<file path="config.mk">
export PLATFORM = sky130hd
export DESIGN_NAME = prod_accumulator_flat
export DESIGN_NICKNAME = d
export VERILOG_FILES = /design/src/rtl/prod_accumulator_if.sv /design/src/rtl/prod_accumulator.sv /design/src/flat_wrapper.sv
export SDC_FILE = /design/constraint.sdc
export NUM_CORES = 1
export LEC_CHECK = 0
export CAP_MARGIN = 40
export CELL_PAD_IN_SITES_DETAIL_PLACEMENT = 0
export CELL_PAD_IN_SITES_GLOBAL_PLACEMENT = 1
export CORE_AREA = 2 2 48 50
export DETAILED_ROUTE_END_ITERATION = 10
export DIE_AREA = 0 0 50 52
export PLACE_DENSITY_LB_ADDON = 0.05
export SLEW_MARGIN = 0
export SYNTH_ARGS = -nofsm -noshare
export SYNTH_HDL_FRONTEND = slang
export SYNTH_SLANG_ARGS = --single-unit
export TNS_END_PERCENT = 20
</file>
<file path="constraint.sdc">
create_clock -name clk -period 3.7 [get_ports clk]
set_clock_uncertainty 0.15 [all_clocks]
set_input_delay 0.37 -clock clk [delete_from_list [all_inputs] [get_ports clk]]
set_output_delay 0.37 -clock clk [all_outputs]
set_load 0.05 [all_outputs]
</file>
<file path="src/rtl/prod_accumulator_if.sv">
// Handshake bundle for prod_accumulator: product input channel (prod_*)
// and accumulated-result output channel (acc_*).
interface prod_accumulator_if #(
   parameter int ACC_W = 8
);
   logic [3:0]       prod_in;
   logic             prod_valid;
   logic             prod_ready;
   logic [ACC_W-1:0] acc_out;
   logic             acc_valid;
   logic             acc_ready;

   modport master (
      output prod_in, prod_valid, acc_ready,
      input  prod_ready, acc_out, acc_valid
   );

   modport slave (
      input  prod_in, prod_valid, acc_ready,
      output prod_ready, acc_out, acc_valid
   );
endinterface

</file>
<file path="src/rtl/prod_accumulator.sv">
// prod_accumulator: sums N_SAMPLES multiplier products into an ACC_W-bit
// result, then holds it on the output channel until it is taken.
// Optional macro PROD_ACC_SAT_EN: saturate acc_out at 2^ACC_W-1 on overflow
// instead of wrapping.
//
// state | meaning
// ------+---------------------------------------------------------------
// ACCUM | accepting products, prod_ready=1, acc_valid=0
// DONE  | batch complete, result held, prod_ready=0, acc_valid=1
module prod_accumulator #(
   parameter int ACC_W     = 8,
   parameter int N_SAMPLES = 4,
   parameter int CNT_W     = 3
) (
   input  logic                  clk,
   input  logic                  rst_n,
   prod_accumulator_if.slave     bus,
   input  logic                  clear,
   output logic                  overflow,
   output logic [CNT_W-1:0]      sample_cnt
);

   typedef enum logic {
      ACCUM = 1'b0,
      DONE  = 1'b1
   } state_t;

   localparam logic [CNT_W-1:0] LAST_CNT = CNT_W'(N_SAMPLES - 1);

   state_t           state, state_nx;
   logic [ACC_W-1:0] acc, acc_nx;
   logic [CNT_W-1:0] cnt, cnt_nx;
   logic             ovf, ovf_nx;
   logic [ACC_W:0]   sum;

   // one extra bit so the carry out of the accumulator is visible
   assign sum = {1'b0, acc} + {{(ACC_W-3){1'b0}}, bus.prod_in};

   // state and datapath registers
   always_ff @(posedge clk or negedge rst_n) begin
      if (!rst_n) begin
         state <= ACCUM;
         acc   <= '0;
         cnt   <= '0;
         ovf   <= 1'b0;
      end else begin
         state <= state_nx;
         acc   <= acc_nx;
         cnt   <= cnt_nx;
         ovf   <= ovf_nx;
      end
   end

   // next-state and datapath update; clear wins over accept and handshake
   always_comb begin
      state_nx = state;
      acc_nx   = acc;
      cnt_nx   = cnt;
      ovf_nx   = ovf;
      if (clear) begin
         state_nx = ACCUM;
         acc_nx   = '0;
         cnt_nx   = '0;
         ovf_nx   = 1'b0;
      end else begin
         case (state)
            ACCUM: begin
               if (bus.prod_valid) begin
                  cnt_nx = cnt + 1'b1;
                  ovf_nx = ovf | sum[ACC_W];
`ifdef PROD_ACC_SAT_EN
                  // once saturated, stay pinned for the rest of the batch
                  acc_nx = (ovf | sum[ACC_W]) ? '1 : sum[ACC_W-1:0];
`else
                  acc_nx = sum[ACC_W-1:0];
`endif
                  if (cnt == LAST_CNT) begin
                     state_nx = DONE;
                  end
               end
            end
            DONE: begin
               if (bus.acc_ready) begin
                  state_nx = ACCUM;
                  acc_nx   = '0;
                  cnt_nx   = '0;
                  ovf_nx   = 1'b0;
               end
            end
            default: state_nx = ACCUM;
         endcase
      end
   end

   // outputs come from registers or state decode only
   assign bus.prod_ready = (state == ACCUM);
   assign bus.acc_valid  = (state == DONE);
   assign bus.acc_out    = acc;
   assign overflow       = ovf;
   assign sample_cnt     = cnt;

endmodule

</file>
<file path="src/flat_wrapper.sv">
// flat-port wrapper written by rule: the top's interface ports become plain ports
module prod_accumulator_flat 
#(
   parameter int ACC_W     = 8,
   parameter int N_SAMPLES = 4,
   parameter int CNT_W     = 3
)
  (clk, rst_n, clear, overflow, sample_cnt, bus_prod_in, bus_prod_valid, bus_acc_ready, bus_prod_ready, bus_acc_out, bus_acc_valid);
  prod_accumulator_if #(.ACC_W(ACC_W)) bus_i ();
  input  logic clk;
  input  logic rst_n;
  input  logic clear;
  output logic overflow;
  output logic [CNT_W-1:0] sample_cnt;
  input wire logic [$bits(bus_i.prod_in)-1:0] bus_prod_in;
  input wire logic [$bits(bus_i.prod_valid)-1:0] bus_prod_valid;
  input wire logic [$bits(bus_i.acc_ready)-1:0] bus_acc_ready;
  output wire logic [$bits(bus_i.prod_ready)-1:0] bus_prod_ready;
  output wire logic [$bits(bus_i.acc_out)-1:0] bus_acc_out;
  output wire logic [$bits(bus_i.acc_valid)-1:0] bus_acc_valid;
  assign bus_i.prod_in = bus_prod_in;
  assign bus_i.prod_valid = bus_prod_valid;
  assign bus_i.acc_ready = bus_acc_ready;
  assign bus_prod_ready = bus_i.prod_ready;
  assign bus_acc_out = bus_i.acc_out;
  assign bus_acc_valid = bus_i.acc_valid;
  prod_accumulator #(.ACC_W(ACC_W), .N_SAMPLES(N_SAMPLES), .CNT_W(CNT_W)) u_core (.clk(clk), .rst_n(rst_n), .bus(bus_i), .clear(clear), .overflow(overflow), .sample_cnt(sample_cnt));
endmodule
</file>
==> results.yml, run 1 <==
timing:
  fmax_mhz: 451
  relSlewSlack: 0.582
  setup_viol: 0
  fin_tns_setup_ns: 0
  hold_violations: 0
  min_period_ns: 2.22
  finalMaxSlewViolations: 0
  worst_pin_slew_ns: 0.625
  rsz0062_at_grt: "no"
  finalCritPeriodShare: 0.600
finish:
  final_util: 0.488
  finalNonFillerCells: 122
  layout_common_cells: "clkdlybuf4s50_1, dfrtp_1, a21oi_1"
  multiInputGateArea_um2: 414
  layout_commonest_cell: "clkdlybuf4s50_1"
  nNetsFinal: 111
  areaGrowthSynthToFinish_pct: 37.7
  diodes: 0
  finalInstanceArea_mm2: 0.00103
  final.fill_count: 202
  drive_above_1_share: 0.0851
  seq_area_um2: 325
drt:
  met2RoutedLength_um: 814
  wirelength_met1_um: 763
  drc_errors: 0
  wl_per_cell_um: 14.0
  drtPass1Iterations: 4
  viasPerCell: 5.39
  wl_met3_um: 101
  drt_iter0_drc: 10
  final_antenna_net_count: 0
  vias: 657
  drt-total-wl_um: 1710
  top_layer_used: "met4"
clocking:
  numCtsBuffers: 3
  cts_hold_buf: 0
  postCtsSetupRepairBufs: 0
  tritoncts: "done"
  clock-root-buffer: "clkbuf_4"
  path_clk_slew_ns: 0.08
  ctsLongestPathBuffers: 2
  cts_resized: 0
  numClockSinks: 13
  clk_latency_ns: 0.28
  cts.htree.levels: 1
placed_design:
  place_congestion: 0.735
  placed_area_mm2: 0.00100
  dp_cells: 118
  io_buffer_count: 22
  hpwl_um: 1300
yosys:
  synth-edff-count: 0
  synth.distinct_cells: 26
  syn_avg_cell_area_um2: 11.0
  syn_area_um2: 747
  synth_ff_type: "dfrtp_1"
  synth.yosys.warnings: 0
  synth_cells: 68
  yosysSeqAreaShare: 0.436
  ys_seq_elements: 13
  syn_nets: 84
  async_flop_share: 1.00
setup_path:
  worstRegToRegCells: 6
  path_depth: 2
  path_cells: "inv_1 > clkdlybuf4s50_1"
  required_ns: 3.18
  r2r_start: "u_core.bus.acc_out[0]"
  regToRegSetupSlack_ns: 1.78
  critical_path.startpoint_type: "flop"
  slowest_delay_ns: 0.81
  r2r_end: "u_core.bus.acc_out[6]"
  crit_family: "buffers and inverters"
  crit_buf_inv: 2
  slowest_stage: "clkdlybuf4s50_1"
  worstPathArrival_ns: 1.70
  end_kind: "primary output"
  cp_max_fo: 7
  critPathKind: "reg -> out"
  critPathLaunch: "u_core.bus.acc_valid"
power_and_ir_drop:
  ir_worst_vdd_mv: 0.170
  p_total_w: 0.000412
  power.density_mw_per_mm2: 400
  leakagePower_nw: 0.459
global_routing:
  grt_antenna_before_repair: 0
  grt_max_degree: 14
  grt_pass1_wl_um: 2890
  grt_pass1_vias: 619
  grt_usage: 0.154
  grt-ovfl-total: 0
min_path:
  hold_class: "in -> async"
floorplanning:
  rows: 17
  die_height_um: 52
  start_util: 0.355
  dieArea_mm2: 0.00260
  io_pins: 23
  core_area_mm2: 0.00211
  die_x_um: 50
flow_run:
  drv_cap: 0
outcome:
  status: "finished, final reports clean"
## cells in the mapped netlist, types with 2 or more instances
| library cell | number | area, µm² |
|---|---|---|
| dfrtp_1 | 13 | 325 |
| a22o_1 | 5 | 43.8 |
| ha_1 | 6 | 75.1 |
| o21ai_0 | 2 | 10.0 |
| xnor2_1 | 2 | 17.5 |
| inv_1 | 2 | 7.51 |
| nand2_1 | 5 | 18.8 |
| nor2_1 | 4 | 15.0 |
| a21o_1 | 3 | 22.5 |
| a21oi_1 | 8 | 40.0 |
| a31oi_1 | 3 | 18.8 |
## layout make-up
cell class	instances	share of cell area
inverter	2	0.00730
tap	28	0.0341
timing repair buffer	22	0.214
multi-input combinational	53	0.403
clock buffer	4	0.0255
sequential	13	0.316
## routing by layer
| metal | GRT usage | vias up |
|---|---|---|
| li1 | - | 317 |
| met1 | 0.200 | 315 |
| met2 | 0.232 | 21 |
| met3 | 0.0316 | 4 |
| met4 | 0.0972 | 0 |
| met5 | 0 | - |
## sequential cells by signal, summed over array words and instances (netlist names)
| name | flops |
|---|---|
| u_core.overflow | 1 |
| u_core.bus.acc_out | 8 |
| u_core.sample_cnt | 3 |
| u_core.bus.acc_valid | 1 |
## logic make-up after synthesis
logic type,after synthesis,share of synthesized area
DFF,13,0.436
muxes,1,0.0151
AOI/OAI and AO/OA,29,0.290
adders and majority gates,7,0.127
and+or+nand+nor,14,0.0988
xor gates and xnor gates,2,0.0235
buffers and inverters,2,0.0101
## worst max path at each step
stage and endpoint:
2_1_floorplan u_core.bus.acc_out[6], 3_3_place_gp u_core.bus.acc_out[6], 3_5_place_dp u_core.bus.acc_out[6], 4_1_cts bus_prod_ready, 5_1_grt bus_prod_ready, 6_report bus_prod_ready
## through the flow
| step | worst slack [ns] | hold WS, ns |
|---|---|---|
| after floorplan | 1.64 | -0.0756 |
| after global placement | 1.47 | 0.349 |
| after detailed placement | 1.44 | 0.340 |
| after CTS | 1.46 | 0.334 |
| after global routing | 1.40 | 0.356 |
| final | 1.48 | 0.319 |
## report_power, final
| part | switching [W] | leakage, nW | internal [W] |
|---|---|---|---|
| Sequential | 0.0000155 | 0.177 | 0.000155 |
| Clock | 0.0000489 | 0.0150 | 0.0000419 |
| Combinational | 0.0000910 | 0.267 | 0.0000595 |
| Total | 0.000155 | 0.459 | 0.000256 |
## worst register-to-register path, stage by stage, from the launching register on
cell	delay, ns
dfrtp_1	0.41
ha_1	0.24
fa_1	0.43
a211oi_1	0.23
nor2_1	0.11
a31oi_1	0.18
a41o_1	0.11
No activity file was read; power rests on OpenSTA's default activity.
==> run 2: changes to the inputs <==
- CORE_AREA: 2 2 48 50 -> 2 2 50 52
- DIE_AREA: 0 0 50 52 -> 0 0 52 54
- clock period: 3.7 -> 2.19 ns (I/O delays scaled with it)
==> results.yml, run 2 (synthesis gave the netlist of run 1 again) <==
clocking:
  postCtsSetupRepairBufs: 0
  cts_resized: 0
  cts_hold_buf: 0
  tritoncts: "done"
  numCtsBuffers: 3
  clk_latency_ns: 0.28
  ctsLongestPathBuffers: 2
  numClockSinks: 13
  cts.htree.levels: 1
  path_clk_slew_ns: 0.08
  clock-root-buffer: "clkbuf_4"
drt:
  vias: 669
  final_antenna_net_count: 0
  drc_errors: 0
  wl_per_cell_um: 14.9
  drt_iter0_drc: 12
  drt-total-wl_um: 1850
  drtPass1Iterations: 4
  viasPerCell: 5.40
setup_path:
  required_ns: 1.82
  worstPathArrival_ns: 1.70
  r2r_end: "u_core.bus.acc_out[6]"
  critical_path.startpoint_type: "flop"
  slowest_stage: "clkdlybuf4s50_1"
  slowest_delay_ns: 0.81
  critPathLaunch: "u_core.bus.acc_valid"
  worstRegToRegCells: 6
  cp_max_fo: 7
  crit_buf_inv: 2
  critPathKind: "reg -> out"
  path_cells: "inv_1 > clkdlybuf4s50_1"
  r2r_start: "u_core.bus.acc_out[0]"
  crit_family: "buffers and inverters"
  end_kind: "primary output"
  regToRegSetupSlack_ns: 0.28
  path_depth: 2
global_routing:
  grt-ovfl-total: 0
  grt_usage: 0.154
  grt_antenna_before_repair: 0
  grt_pass1_vias: 610
  grt_pass1_wl_um: 3070
  grt_max_degree: 14
placed_design:
  post-place-ws_ns: 0.0801
  hpwl_um: 1340
  io_buffer_count: 22
  placed_area_mm2: 0.00100
  dp_cells: 120
  place_congestion: 0.802
timing:
  finalMaxSlewViolations: 0
  worst_pin_slew_ns: 0.628
  relSlewSlack: 0.580
  fin_tns_setup_ns: 0
  rsz0062_at_grt: "no"
  hold_violations: 0
  min_period_ns: 2.07
  finalCritPeriodShare: 0.944
  fmax_mhz: 483
  layout_setup_ws_ns: 0.122
  setup_viol: 0
finish:
  layout_commonest_cell: "clkdlybuf4s50_1"
  largest_reg_flops: 8
  drive_above_1_share: 0.0851
  areaGrowthSynthToFinish_pct: 38.0
  layout_common_cells: "clkdlybuf4s50_1, dfrtp_1, a21oi_1"
  finalNonFillerCells: 124
  finalInstanceArea_mm2: 0.00103
  diodes: 0
  nNetsFinal: 111
power_and_ir_drop:
  power.density_mw_per_mm2: 678
  p_total_w: 0.000699
  leakagePower_nw: 0.459
  ir_worst_vdd_mv: 0.338
floorplanning:
  core_area_mm2: 0.00232
  die_x_um: 52
  die_height_um: 54
  rows: 18
  start_util: 0.322
  io_pins: 23
  dieArea_mm2: 0.00281
outcome:
  status: "finished, final reports clean"
flow_run:
  drv_cap: 0
min_path:
  hold_class: "in -> async"
run 2: final cells by class:
| type | instances | area, µm² |
|---|---|---|
| fillers | 230 | 1290 |
| repair buffers | 22 | 220 |
| clock buffers | 4 | 26.3 |
| inverters | 2 | 7.51 |
| well taps | 30 | 37.5 |
| flip-flops and latches | 13 | 325 |
| multi-input cells | 53 | 414 |
run 2: worst max path at each step:
stage,endpoint
floorplan,u_core.bus.acc_out[6]
global placement,u_core.bus.acc_out[6]
detailed placement,u_core.bus.acc_out[6]
CTS,bus_prod_ready
global route,bus_prod_ready
finish,bus_prod_ready
run 2: metrics by stage:
step / util / hold slack (ns)
after floorplan: - / -0.227
after global routing: 0.444 / 0.236
final: 0.444 / 0.173
after global placement: 0.433 / 0.358
after CTS: 0.444 / 0.204
after detailed placement: 0.433 / 0.354
run 2: layer usage:
layer,track usage,part of all wire,vias up
met2,0.243,0.44,18
met4,0.0263,0.0070,0
met1,0.207,0.50,337
li1,-,-,312
met3,0.0528,0.055,2
met5,0,0,-
run 2: power breakdown:
| part | switching, W | leakage (nW) | total [W] | internal, W |
|---|---|---|---|---|
| registers | 0.0000259 | 0.177 | 0.000288 | 0.000262 |
| clock network | 0.0000832 | 0.0150 | 0.000154 | 0.0000707 |
| logic | 0.000157 | 0.267 | 0.000258 | 0.000101 |
| total | 0.000266 | 0.459 | 0.000699 | 0.000433 |
run 2: worst reg2reg max path, cell delays in order, from the launching register on:
cell and delay (ns):
dfrtp_1 0.40, ha_1 0.24, fa_1 0.43, a211oi_1 0.23, nor2_1 0.11, a31oi_1 0.19, a41o_1 0.11
